$ cat config.mk
export PLATFORM = sky130hd
export DESIGN_NAME = hilo_div_ctrl
export DESIGN_NICKNAME = d
export VERILOG_FILES = /design/src/rtl/div_pkg.sv /design/src/rtl/div_step.sv /design/src/rtl/hilo_div_ctrl.sv
export SDC_FILE = /design/constraint.sdc
export NUM_CORES = 1
export LEC_CHECK = 0
export ABC_AREA = 1
export CAP_MARGIN = 10
export CORE_MARGIN = 1
export CORE_UTILIZATION = 30
export CTS_CLUSTER_SIZE = 8
export DETAILED_ROUTE_END_ITERATION = 10
export REMOVE_ABC_BUFFERS = 1
export SYNTH_ARGS = -nofsm -noshare
export SYNTH_HDL_FRONTEND = slang
export SYNTH_SLANG_ARGS = --single-unit
$ cat constraint.sdc
create_clock -name clk_i -period 8.7 [get_ports clk_i]
set_input_delay 1.74 -clock clk_i [delete_from_list [all_inputs] [get_ports clk_i]]
set_output_delay 1.74 -clock clk_i [all_outputs]
set_load 0.05 [all_outputs]
$ cat src/rtl/div_pkg.sv
// Shared constants for the EX-stage divide sequencer: FSM encoding, default
// operand width and the {hi, lo} result layout.
package div_pkg;

  localparam int DIV_WIDTH = 32;

  localparam logic [1:0] S_IDLE = 2'd0;
  localparam logic [1:0] S_BUSY = 2'd1;
  localparam logic [1:0] S_DONE = 2'd2;

  // HI carries the remainder, LO the quotient (MIPS hi/lo order).
  typedef struct packed {
    logic [DIV_WIDTH-1:0] hi;
    logic [DIV_WIDTH-1:0] lo;
  } hilo_t;

  function automatic hilo_t pack_hilo(input logic [DIV_WIDTH-1:0] rem,
                                      input logic [DIV_WIDTH-1:0] quo);
    hilo_t r;
    r.hi = rem;
    r.lo = quo;
    return r;
  endfunction

endpackage

$ cat src/rtl/div_step.sv
// One restoring-divide iteration: shift {rem, quo} left, trial-subtract the
// divisor magnitude and keep the difference when no borrow occurs.
module div_step #(
  parameter int WIDTH = 32
) (
  input  logic [WIDTH-1:0] rem_i,
  input  logic [WIDTH-1:0] quo_i,
  input  logic [WIDTH-1:0] dsr_i,
  output logic [WIDTH-1:0] rem_o,
  output logic [WIDTH-1:0] quo_o
);

  logic [WIDTH:0] sh;
  logic [WIDTH:0] diff;
  logic [WIDTH:0] nxt;
  logic           borrow;
  logic           unused_msb;

  always_comb begin
    sh             = {rem_i, quo_i[WIDTH-1]};
    // Borrow out of the (WIDTH+1)-bit subtract doubles as the rem < dsr compare.
    {borrow, diff} = {1'b0, sh} - {2'b00, dsr_i};
    nxt            = borrow ? sh : diff;
    rem_o          = nxt[WIDTH-1:0];
    quo_o          = {quo_i[WIDTH-2:0], ~borrow};
    unused_msb     = nxt[WIDTH];
  end

endmodule

$ cat src/rtl/hilo_div_ctrl.sv
// EX-stage multi-cycle signed/unsigned restoring divider with pipeline stall.
// Optional macro DIV_EARLY_OUT_EN: finish at accept when |dividend| < |divisor|.
module hilo_div_ctrl
  import div_pkg::*;
#(
  parameter int WIDTH = DIV_WIDTH
) (
  input  logic               clk_i,
  input  logic               rst_n_i,
  input  logic               start_i,
  input  logic               is_signed_i,
  input  logic [WIDTH-1:0]   dividend_i,
  input  logic [WIDTH-1:0]   divisor_i,
  input  logic               flush_i,
  output logic               stall_o,
  output logic               busy_o,
  output logic               done_o,
  output logic [2*WIDTH-1:0] divd_out_o,
  output logic               div_by_zero_o
);

  localparam int CW = $clog2(WIDTH + 1);

  logic [1:0]         state_q, state_d;
  logic [CW-1:0]      cnt_q, cnt_d;
  logic [WIDTH-1:0]   rem_q, rem_d;
  logic [WIDTH-1:0]   quo_q, quo_d;
  logic [WIDTH-1:0]   dsr_q, dsr_d;
  logic               sgn_q, sgn_d;
  logic               dneg_q, dneg_d;
  logic               sneg_q, sneg_d;
  logic [2*WIDTH-1:0] res_q, res_d;
  logic               dbz_q, dbz_d;

  logic               dvd_neg, dsr_neg;
  logic [WIDTH-1:0]   dvd_mag, dsr_mag;
  logic [WIDTH-1:0]   step_rem, step_quo;
  logic [WIDTH-1:0]   quo_fix, rem_fix;

  div_step #(.WIDTH(WIDTH)) u_step (
    .rem_i (rem_q),
    .quo_i (quo_q),
    .dsr_i (dsr_q),
    .rem_o (step_rem),
    .quo_o (step_quo)
  );

  always_comb begin
    dvd_neg = is_signed_i & dividend_i[WIDTH-1];
    dsr_neg = is_signed_i & divisor_i[WIDTH-1];
    dvd_mag = dvd_neg ? -dividend_i : dividend_i;
    dsr_mag = dsr_neg ? -divisor_i  : divisor_i;
    // Quotient sign = XOR of operand signs; remainder follows the dividend.
    quo_fix = (sgn_q & (dneg_q ^ sneg_q)) ? -step_quo : step_quo;
    rem_fix = (sgn_q & dneg_q) ? -step_rem : step_rem;
  end

  always_comb begin
    state_d = state_q;
    cnt_d   = cnt_q;
    rem_d   = rem_q;
    quo_d   = quo_q;
    dsr_d   = dsr_q;
    sgn_d   = sgn_q;
    dneg_d  = dneg_q;
    sneg_d  = sneg_q;
    res_d   = res_q;
    dbz_d   = dbz_q;
    if (flush_i) begin
      state_d = S_IDLE;
    end else begin
      case (state_q)
        S_IDLE: begin
          if (start_i) begin
            rem_d  = '0;
            quo_d  = dvd_mag;
            dsr_d  = dsr_mag;
            sgn_d  = is_signed_i;
            dneg_d = dvd_neg;
            sneg_d = dsr_neg;
            cnt_d  = CW'(WIDTH);
            if (dsr_mag == '0) begin
              state_d = S_DONE;
              res_d   = {dividend_i, {WIDTH{1'b1}}};
              dbz_d   = 1'b1;
`ifdef DIV_EARLY_OUT_EN
            end else if (dvd_mag < dsr_mag) begin
              state_d = S_DONE;
              res_d   = {dividend_i, {WIDTH{1'b0}}};
              dbz_d   = 1'b0;
`endif
            end else begin
              state_d = S_BUSY;
            end
          end
        end
        S_BUSY: begin
          rem_d = step_rem;
          quo_d = step_quo;
          cnt_d = cnt_q - CW'(1);
          if (cnt_q == CW'(1)) begin
            state_d = S_DONE;
            res_d   = {rem_fix, quo_fix};
            dbz_d   = 1'b0;
          end
        end
        S_DONE:  state_d = S_IDLE;
        default: state_d = S_IDLE;
      endcase
    end
  end

  always_ff @(posedge clk_i) begin
    if (!rst_n_i) begin
      state_q <= S_IDLE;
      cnt_q   <= '0;
      rem_q   <= '0;
      quo_q   <= '0;
      dsr_q   <= '0;
      sgn_q   <= 1'b0;
      dneg_q  <= 1'b0;
      sneg_q  <= 1'b0;
      res_q   <= '0;
      dbz_q   <= 1'b0;
    end else begin
      state_q <= state_d;
      cnt_q   <= cnt_d;
      rem_q   <= rem_d;
      quo_q   <= quo_d;
      dsr_q   <= dsr_d;
      sgn_q   <= sgn_d;
      dneg_q  <= dneg_d;
      sneg_q  <= sneg_d;
      res_q   <= res_d;
      dbz_q   <= dbz_d;
    end
  end

  // Stall drops in DONE so the stage registers capture divd_out on that edge.
  assign stall_o       = ~flush_i & (((state_q == S_IDLE) & start_i) | (state_q == S_BUSY));
  assign busy_o        = (state_q != S_IDLE);
  assign done_o        = (state_q == S_DONE) & ~flush_i;
  assign divd_out_o    = res_q;
  assign div_by_zero_o = dbz_q;

endmodule
# After elaboration in Yosys (flattened, before gate mapping)
# Index checks and enable logic that the tools add are counted.
dict set report op_classes {
  add_sub_neg 6
  eq_ne 6
  n_mux 23
  bitwise_logic 12
  n_reduce_logical 9
}
# op n
set ops {}
lappend ops {{32-bit 2-to-1 mux} 7}
lappend ops {{64-bit 2-to-1 mux} 3}
lappend ops {{32-bit negation} 4}
lappend ops {{32-bit one-hot mux with 2 select lines} 2}
lappend ops {{64-bit one-hot mux with 2 select lines} 1}
lappend ops {{33-bit by 32-bit subtractor with 34-bit output} 1}
lappend ops {{32-bit zero test} 1}
lappend ops {{6-bit one-hot mux with 2 select lines} 1}
lappend ops {{1-bit bitwise AND} 7}
lappend ops {{6-bit by 1-bit equality test with 1-bit output (second input constant)} 1}
lappend ops {{2-bit 2-to-1 mux} 3}
lappend ops {{6-bit 2-to-1 mux} 1}
lappend ops {{2-bit != test (second input constant)} 3}
lappend ops {{3-bit AND reduction} 2}
lappend ops {{6-bit by 1-bit subtractor with 6-bit output (second input constant)} 1}
lappend ops {{5-bit AND reduction} 1}
lappend ops {{2-bit one-hot mux with 2 select lines} 1}
lappend ops {{2-bit nonzero test} 2}
lappend ops {{1-bit 2-to-1 mux} 3}
lappend ops {{1-bit NOT} 3}
lappend ops {{2-bit by 1-bit equality test with 1-bit output (second input constant)} 1}
lappend ops {{2-bit equality test (second input constant)} 1}
lappend ops {{2-bit zero test} 1}
lappend ops {{1-bit one-hot mux with 2 select lines} 1}
lappend ops {{other kinds (4)} 4}
dict set report totals {
  register_bits 172
  out_inout_bits 68
  wordCells 66
}

# Depth between registers and ports, before layout
# Gate-level depths: netlist of the first run.
dict set report logic_depth {
  depth_word 6
  ltp_mapped 30
  mapped_depth_nobuf 30
}

# Cells and area by module
# Synthesis of the first run repeated with hierarchy kept, for this count alone.
dict set report unflattened {
  cells_unflattened 2415
  area_unflattened_um2 14054.7
}
# mod n_inst cells_per_inst area_per_inst_um2 seq_area_each_um2
set by_module_without_submodules {}
lappend by_module_without_submodules {hilo_div_ctrl 1 1745 10696.5 3443.3}
lappend by_module_without_submodules {div_step 1 670 3358.2 0.0}

# Worst setup path before layout of the first run
# OpenSTA, ideal clock, no wires.
dict set report synth_path {
  path_type {input-to-output}
  startpoint {in start_i}
  endpoint {out stall_o}
  arrival_ps 2752
  required_time_ps 6960
  setup_slack_ps 4208
  path_stages 3
  path_buffers 1
  path_cell_list {nand2_1 > a21oi_2 > clkbuf_1}
}
dict set report synth_via {
  elab_chain_cells 3
}
# item line
set synth_lines {}
lappend synth_lines {{from (decl)} hilo_div_ctrl.sv:10} ;# input logic start_i,
lappend synth_lines {{1-bit bitwise AND} hilo_div_ctrl.sv:140} ;# assign stall_o = ~flush_i & (((state_q == S_IDLE) & start_i) | (state_q == S_BUSY));
lappend synth_lines {{1-bit OR} hilo_div_ctrl.sv:140}
lappend synth_lines {{1-bit bitwise AND} hilo_div_ctrl.sv:140}
lappend synth_lines {{to (decl)} hilo_div_ctrl.sv:15} ;# output logic stall_o,
# No other way between the ends.

# Worst setup path in the final report of the first run
dict set report layout_path {
  startpoint {in is_signed_i}
  endpoint {reg res_q[43], in the netlist divd_out_o[43]}
}
dict set report layout_via {
  elab_chain_cells 5
}
# item line
set layout_lines {}
lappend layout_lines {{from (decl)} hilo_div_ctrl.sv:11} ;# input logic is_signed_i,
lappend layout_lines {{1-bit bitwise AND} hilo_div_ctrl.sv:50} ;# dsr_neg = is_signed_i & divisor_i[WIDTH-1];
lappend layout_lines {{32-bit 2-to-1 mux} hilo_div_ctrl.sv:52} ;# dsr_mag = dsr_neg ? -divisor_i : divisor_i;
lappend layout_lines {{32-bit zero test} hilo_div_ctrl.sv:82} ;# if (dsr_mag == '0) begin
lappend layout_lines {{2-bit != test (no source line)} -}
lappend layout_lines {{5-bit AND reduction (no source line)} -}
lappend layout_lines {{to (signal assigned)} hilo_div_ctrl.sv:134} ;# res_q <= res_d;
lappend layout_lines {{to (decl)} hilo_div_ctrl.sv:32} ;# logic [2*WIDTH-1:0] res_q, res_d;
# No other way between the ends.
# A chain may end at the register's enable or synchronous reset.

==> impl_metrics.toml, run 1 <==
[critical_path]
worst_setup_path_end_kind = "register"
cp_max_fo = 49
critPathLaunchType = "primary input"
worst_path_max_delay_cell = "clkinv_1"
crit_family = "simple AND/OR/NAND/NOR gates"
critPathKind = "primary input to register"
critPathRequiredTime_ps = 9100
max_stage_delay_ps = 690
path_buf_inv = 2
arrival_ps = 5710
cp_cell_sequence = "clkdlybuf4s50_1 -> nand2_1 -> clkinv_1 -> nand2_1 -> nand2_2 -> xor2_1 -> nand2_1 -> nor2_1 -> nand3_1 -> nor2_1 -> nand2_2 -> nand2_1 -> nand2_2 -> nor2_2 -> o211ai_1 -> nand2_1"
crit_top_cell = "nand2_1"

[grt]
grt_remaining_overflow = 0
grtUsageTotal = 0.201
antenna_found_initial = 0
grt_pass1_vias = 13500
grt_max_degree = 82
grt_pass1_wl_um = 71300

[outcome]
status = "complete, no violations"

[timing]
fin_setup_tns_ps = 0
worst_slew_pin_slew_ps = 997
fin_crit_ps = 5310
fin_crit_sh = 0.610
slew_violations = 0
timing.hold.ws_ps = 472
fin_worst_skew_ps = 10.8
worst_slack_ps = 3390
hold_viol_final = 0
setup_viol = 0
relSlewSlack = 0.331
rsz0062_at_grt = "no"
fmaxAchievable_ghz = 0.188

[floorplanning]
core_um2 = 43500
start_util = 0.307
rows = 76
io_pins = 137
fp.dieH_um = 213
die_w_um = 213
die_area_um2 = 45300

[clocking]
clkSinkCount = 172
cts_root_buf = "clkbuf_16"
hold_buffers = 0
post_cts_buffers = 0
cts_resized = 0
cts_buffers = 17
clk_latency_ps = 460
cts_tree = "yes"
clockBufferDepth = 2
clk_pin_slew_worst_paths_ps = 70
cts_max_level = 4

[routing]
ant_nets = 0
wire_per_inst_um = 15.4
first_pass_iters = 5
via_per_inst = 4.95
vias = 14400
drc_errors = 0
routed_wl_um = 44800
first_iter_violations = 942

[layout]
final_cells = 2907
nets = 2419
final_cell_mix = "nand2_1 (598), inv_1 (308), nor2_1 (218)"
fill_cells = 4777
layout-drive-gt1-share = 0.0659
layout_commonest_cell = "nand2_1"
multi_input_area_um2 = 8300
area_growth_pct = 18.1
register_area_um2 = 3440
diodes = 0

[synth]
yosysTopAreaCellShare = 0.258
synthTopCellsByArea = "dfxtp_1 (26%), nand2_1 (17%), inv_1 (8.7%)"
synth_seq_area_share = 0.258
syn-cell-area_um2 = 13300
synth_cell_type_count = 60
syn_area_per_cell_um2 = 6.00
synth_seq_cells = 172
ys_warn_count = 0
synth_edf_count = 0
synthArstFlopShare = 0
synth_top_cell_by_area = "dfxtp_1"
netlist_instances = 2221
synth-main-ff-cell = "dfxtp_1"

[power_and_ir_drop]
power.density_nw_per_um2 = 172
leakage_uw = 0.00708
vdd_drop_max_uv = 148

[worst_hold_path]
hold_path.class = "register to register"

[place]
hpwl_um = 35000
io_buffers = 136
pre_cts_ws_ps = 2870
post-place-cells = 2875
globalplace.congestion = 0.909

[job]
maxCapViolCount = 0
-- logic make-up after synthesis --
kind of cell	Yosys count	synth area share
flip-flops	172	0.258
XOR/XNOR	55	0.0361
adder cells (fa/ha/maj)	40	0.0381
AO/OA/AOI/OAI	389	0.167
AND/OR/NAND/NOR	1153	0.379
buffers and inverters	412	0.121
-- synthesized netlist by cell type (6+ instances only) --
cell type  instances
nand2_1          599
inv_1            310
nor2_1           220
dfxtp_1          172
nand3_1          155
a21oi_1          146
o21ai_0          128
clkbuf_1          56
xor2_1            43
nor3_1            41
ha_1              39
nand4_1           31
nand2_2           25
o211ai_1          22
a31oi_1           16
inv_2             16
o22ai_1           15
o21ai_1           14
or2_2             13
buf_2             12
nand3b_1          12
xnor2_1           12
nor2_2            11
nor4_1            10
nand3_2            7
nand2_4            6
nor3_2             6
-- worst register-to-register path, delay by kind of cell (launching register included) --
family / cells / cell delay (ps)
buffers and inverters: 3 / 580
adder cells (fa/ha/maj): 2 / 580
AND/OR/NAND/NOR: 19 / 2710
flip-flops: 1 / 430
AO/OA/AOI/OAI: 4 / 700
-- through the flow --
| step | cell area [um2] | utilization | power, uW |
|---|---|---|---|
| floorplan | 13000 | - | 1650 |
| global placement | 15200 | 0.349 | 1960 |
| detailed placement | 15200 | 0.349 | 1970 |
| CTS | 15700 | 0.362 | 2720 |
| global route | 15800 | 0.362 | 2890 |
| finish | 15800 | 0.362 | 2710 |
-- layer usage --
metal | global-route usage | vias to the layer above | wire length, um
li1 | - | 7340 | -
met2 | 0.335 | 456 | 20600
met1 | 0.266 | 6519 | 20900
met5 | 0 | - | 0
met3 | 0.0229 | 65 | 2040
met4 | 0.0769 | 0 | 1240
-- registers in the layout, summed over array words and instances, names as in the netlist --
register	count
cnt_q	6
div_by_zero_o	1
divd_out_o	64
dneg_q	1
dsr_q	32
quo_q	32
rem_q	32
sgn_q	1
sneg_q	1
state_q	2
-- where the power goes --
| group | leakage, uW | total, uW | internal, uW | switching [uW] |
|---|---|---|---|---|
| combinational | 0.00543 | 1110 | 354 | 758 |
| clock | 0.000252 | 744 | 394 | 350 |
| sequential | 0.00140 | 850 | 821 | 29.6 |
-- path summary, 6_finish.rpt --
kind              slack [ps]        endpoint  depth (start not counted)      startpoint
setup / recovery        3390  divd_out_o[43]                         16     is_signed_i
hold / removal           470  divd_out_o[12]                          1  divd_out_o[12]
setup reg to reg        3580  divd_out_o[28]                         28        rem_q[2]
hold reg to reg          470  divd_out_o[12]                          1  divd_out_o[12]
-- area by class of cell --
type	count	area share
sequential	172	0.219
inverter	331	0.0789
multi-input combinational	1637	0.527
clock buffer	19	0.0275
clock inverter	12	0.00739
timing repair buffer	151	0.0945
tap	585	0.0465
Note: power is estimated with default switching activity, not from simulation.
==> run 2, diff against run 1 <==
==> constraint.sdc (replaced) <==
create_clock -name clk_i -period 4.72 [get_ports clk_i]
set_input_delay 0.944 -clock clk_i [delete_from_list [all_inputs] [get_ports clk_i]]
set_output_delay 0.944 -clock clk_i [all_outputs]
set_load 0.05 [all_outputs]
==> run 2 against run 1 <==
Net effect:
- hold slack worse by 4.7 ps
- sequential power increased by 85%
- first-iteration DRC count rose by 6.4%
- global-route usage decreased by 0.16 points
- clock skew grew 8.3 ps
- setup slack lost 2800 ps
- cell count increased by 0.41%
- utilization up 0.29 points
- non-clock buffer count is 11 higher
- largest cell class unchanged
- highest routed layer unchanged
==> impl_metrics.toml, run 2 (synthesis results as in run 1) <==
[floorplanning]
fp.dieH_um = 213
core_um2 = 43500
start_util = 0.307
die_area_um2 = 45300
die_w_um = 213
rows = 76
io_pins = 137

[routing]
first_iter_violations = 1002
routed_wl_um = 44600
ant_nets = 0
drc_errors = 0
wire_per_inst_um = 15.3
vias = 14400
first_pass_iters = 6
via_per_inst = 4.92

[clocking]
clkSinkCount = 172
clk_pin_slew_worst_paths_ps = 80
cts_max_level = 4
cts_resized = 0
post_cts_buffers = 0
cts_root_buf = "clkbuf_16"
cts_buffers = 17
clockBufferDepth = 2
hold_buffers = 0
clk_latency_ps = 460
cts_tree = "yes"

[timing]
relSlewSlack = 0.338
fin_crit_ps = 4130
fin_worst_skew_ps = 19.1
worst_slew_pin_slew_ps = 987
fin_crit_sh = 0.874
worst_slack_ps = 595
timing.hold.ws_ps = 468
hold_viol_final = 0
slew_violations = 0
rsz0062_at_grt = "no"
setup_viol = 0
fmaxAchievable_ghz = 0.242

[place]
globalplace.congestion = 0.942
pre_cts_ws_ps = 481
io_buffers = 136
hpwl_um = 34800

[layout]
area_growth_pct = 19.1
final_cell_mix = "nand2_1 (598), inv_1 (308), nor2_1 (218)"
nets = 2430
largest_reg_flops = 64
layout-drive-gt1-share = 0.0716
diodes = 0
layout_commonest_cell = "nand2_1"
fill_cells = 4759

[outcome]
status = "complete, no violations"

[critical_path]
critPathRequiredTime_ps = 5110
worst_r2r_path_depth = 25
critPathLaunchType = "register"
critPathKind = "register to register"
worst_setup_path_end_kind = "register"
crit_top_cell = "nand2_1"
worst_path_max_delay_cell = "ha_1"
cp-startpoint = "rem_q[25]"
arrival_ps = 4510
max_stage_delay_ps = 390
crit-reg2reg-launch = "rem_q[25]"
cp_max_fo = 6

[worst_hold_path]
hold_path.class = "register to register"
holdPathStages = 1
hp-start = "divd_out_o[12]"

[grt]
grtUsageTotal = 0.200
grt_pass1_wl_um = 71000
grt_remaining_overflow = 0
grt_pass1_vias = 13300
grt_max_degree = 81
antenna_found_initial = 0

[power_and_ir_drop]
vdd_drop_max_uv = 275
leakage_uw = 0.00715
power.density_nw_per_um2 = 318
p_total_uw = 5050

[job]
maxCapViolCount = 0
-- run 2: cell count changes in the layout (fill, tap and decap cells not counted), moves of 2 or more --
cell,previous run,this run
buf_4,14,24
clkinv_8,0,2
clkbuf_1,2,0
clkinv_4,3,0
inv_8,0,5
-- run 2: report_power, final --
group / leakage, uW / switching, uW / internal [uW]
clock: 0.000268 / 720 / 704
combinational: 0.00548 / 1390 / 664
sequential: 0.00140 / 55.0 / 1510
total: 0.00715 / 2170 / 2880
-- run 2: stage by stage --
stage,util,instances,setup TNS (ps),instance area (um2)
4_1_cts,0.365,2918,0,15800
3_3_place_gp,0.351,2886,0,15300
5_1_grt,0.365,2919,0,15900
3_5_place_dp,0.351,2886,0,15300
2_1_floorplan,-,2140,-309870,13000
6_report,0.365,2919,0,15900
-- run 2: area by class of cell --
class	count	area (um2)	area share
Multi-Input combinational cell	1637	8300	0.523
Sequential cell	172	3440	0.217
Timing Repair Buffer	162	1580	0.0998
Inverter	331	1240	0.0783
Tap cell	585	732	0.0461
Clock buffer	17	425	0.0268
Clock inverter	15	153	0.00961
-- run 2: worst max-delay path, delay by kind of cell (launching register included) --
kind,cells,cell delay (ps)
buffers and inverters,3,310
AOI/OAI and AO/OA,4,780
adders and majority gates,2,550
DFF,1,360
and+or+nand+nor,16,2040
-- run 2: worst paths after layout --
check,slack [ps],to
setup reg to reg,590,divd_out_o[28]
hold / removal,470,divd_out_o[12]
hold reg to reg,470,divd_out_o[12]
setup / recovery,590,divd_out_o[28]
-- run 2: layer usage --
layer,routed length [um],GRT usage,vias up
met1,21300,0.275,6505
met3,2260,0.0210,57
li1,-,-,7372
met4,1120,0.0759,0
met5,0,0,-
met2,19900,0.319,433
==> run 3, diff against run 2 <==
--- a/config.mk
+++ b/config.mk
@@ -6,12 +6,13 @@
 export NUM_CORES = 1
 export LEC_CHECK = 0
 export ABC_AREA = 1
-export CAP_MARGIN = 10
+export CAP_MARGIN = 20
 export CORE_MARGIN = 1
 export CORE_UTILIZATION = 30
 export CTS_CLUSTER_SIZE = 8
 export DETAILED_ROUTE_END_ITERATION = 10
 export REMOVE_ABC_BUFFERS = 1
+export SETUP_SLACK_MARGIN = 0.3
 export SYNTH_ARGS = -nofsm -noshare
 export SYNTH_HDL_FRONTEND = slang
 export SYNTH_SLANG_ARGS = --single-unit
==> run 3 against run 2 <==
Net effect:
- total power rose by 1.7%
- die area unchanged
- non-clock buffer count stayed put
- sequential power is essentially flat
- sequential share of layout area down 0.051 points
- count of clock-buffer cells in the layout is 4 higher
- global-route usage down 0.055 points
- critical path depth unchanged
- cell count unchanged
- setup slack gained 150 ps
- critical path type unchanged
==> impl_metrics.toml, run 3 (synthesis results as in run 1) <==
[routing]
ant_nets = 0
first_iter_violations = 884
vias = 14400
first_pass_iters = 5
drc_errors = 0
wire_per_inst_um = 15.3
routed_wl_um = 44600
via_per_inst = 4.93

[power_and_ir_drop]
leakage_uw = 0.00717
vdd_drop_max_uv = 289
p_total_uw = 5130
power.density_nw_per_um2 = 323

[critical_path]
endpoint = "divd_out_o[28]"
worst_setup_path_end_kind = "register"
critPathRequiredTime_ps = 5100
worst_r2r_path_depth = 25
arrival_ps = 4360
cp_max_fo = 6
critPathLaunchType = "register"
cp-startpoint = "rem_q[25]"
r2r-end = "divd_out_o[28]"
critPathKind = "register to register"
crit-reg2reg-launch = "rem_q[25]"
rrSetupSlack_ps = 750

[clocking]
clk_pin_slew_worst_paths_ps = 70
clk_latency_ps = 460
cts_tree = "yes"
clockBufferDepth = 2
clkSinkCount = 172
hold_buffers = 0
post_cts_buffers = 0
cts_max_level = 4
cts_root_buf = "clkbuf_16"
cts_buffers = 17

[floorplanning]
fp.dieH_um = 213
core_um2 = 43500
io_pins = 137
start_util = 0.307
rows = 76
die_w_um = 213
die_area_um2 = 45300

[layout]
final_cell_mix = "nand2_1 (598), inv_1 (308), nor2_1 (217)"
layout-drive-gt1-share = 0.0707
diodes = 0
layout_commonest_cell = "nand2_1"
nets = 2430
fill_cells = 4790
largest_reg_flops = 64
postLayoutCoreUtil = 0.366
fin_area_um2 = 15900
area_growth_pct = 19.4
final_cells = 2919

[timing]
rsz0062_at_grt = "no"
fmaxAchievable_ghz = 0.252
slew_violations = 0
hold_viol_final = 0
setup_viol = 0
timing.hold.ws_ps = 465
fin_crit_ps = 3970
fin_crit_sh = 0.842
worst_slew_pin_slew_ps = 1000
fin_worst_skew_ps = 13.2
relSlewSlack = 0.327

[outcome]
status = "complete, no violations"

[grt]
grt_pass1_vias = 13300
grt_pass1_wl_um = 70600
grt_max_degree = 81
antenna_found_initial = 0
grtUsageTotal = 0.199
grt_remaining_overflow = 0

[place]
globalplace.congestion = 0.942
placed_cell_area_um2 = 15300
post-place-cells = 2887
hpwl_um = 35000
io_buffers = 136

[worst_hold_path]
hold_path.class = "register to register"

[job]
maxCapViolCount = 0
run 3: worst min-delay path by stage:
stage	from	to	cells after the start
6_report	divd_out_o[12]	divd_out_o[12]	1
5_1_grt	divd_out_o[12]	divd_out_o[12]	1
3_5_place_dp	divd_out_o[12]	divd_out_o[12]	1
2_1_floorplan	rem_q[31]	rem_q[31]	2
4_1_cts	divd_out_o[12]	divd_out_o[12]	1
3_3_place_gp	divd_out_o[12]	divd_out_o[12]	1
run 3: routing by layer:
layer  part of all wire  track usage  up-vias
li1                   -            -     7367
met1               0.48        0.269     6530
met2               0.44        0.318      425
met3              0.048       0.0228       77
met4              0.034       0.0856        0
met5                  0            0        -
run 3: where the power goes:
| group | internal [uW] | total [uW] | switching (uW) |
|---|---|---|---|
| clock | 855 | 1510 | 651 |
| sequential | 1510 | 1570 | 54.9 |
| combinational | 666 | 2060 | 1390 |
| total | 3030 | 5130 | 2100 |
run 3: layout make-up:
type                       count  area [um2]  share of cell area
sequential                   172        3440               0.216
tap                          585         732              0.0460
inverter                     331        1240              0.0781
multi-input combinational   1637        8310               0.522
timing repair buffer         162        1580              0.0995
clock buffer                  21         450              0.0283
clock inverter                11         156             0.00983
run 3: per-stage QoR:
| step | setup TNS (ps) | worst slack (ps) |
|---|---|---|
| floorplan | -309870 | -2980 |
| global placement | 0 | 516 |
| detailed placement | 0 | 484 |
| CTS | 0 | 631 |
| global route | 0 | 321 |
| finish | 0 | 747 |
run 3: critical path: stages, from the launching register on:
cell      delay (ps)
dfxtp_1          350
ha_1             390
nand2_1          150
nor2_1            80
nand2_1          130
clkinv_1         120
a21oi_4          220
nand2_4          100
inv_2             70
ha_1             160
nand3_1          140
nor3_4           180
nand3_1          140
nor3_2           200
nand4_1          140
nand2_1          150
o21ai_1          120
a21oi_1          220
o21ai_1          180
nor2_2           180
inv_1            100
nor2_1            90
nand2_1           50
nand3_1           80
nand2_1           50
nor2_1           100
run 3: what timing repair did:
item	4_1_cts	5_1_grt
setup endpoints to repair	0	1
gates resized for setup	0	3
hold endpoints to repair	0	0
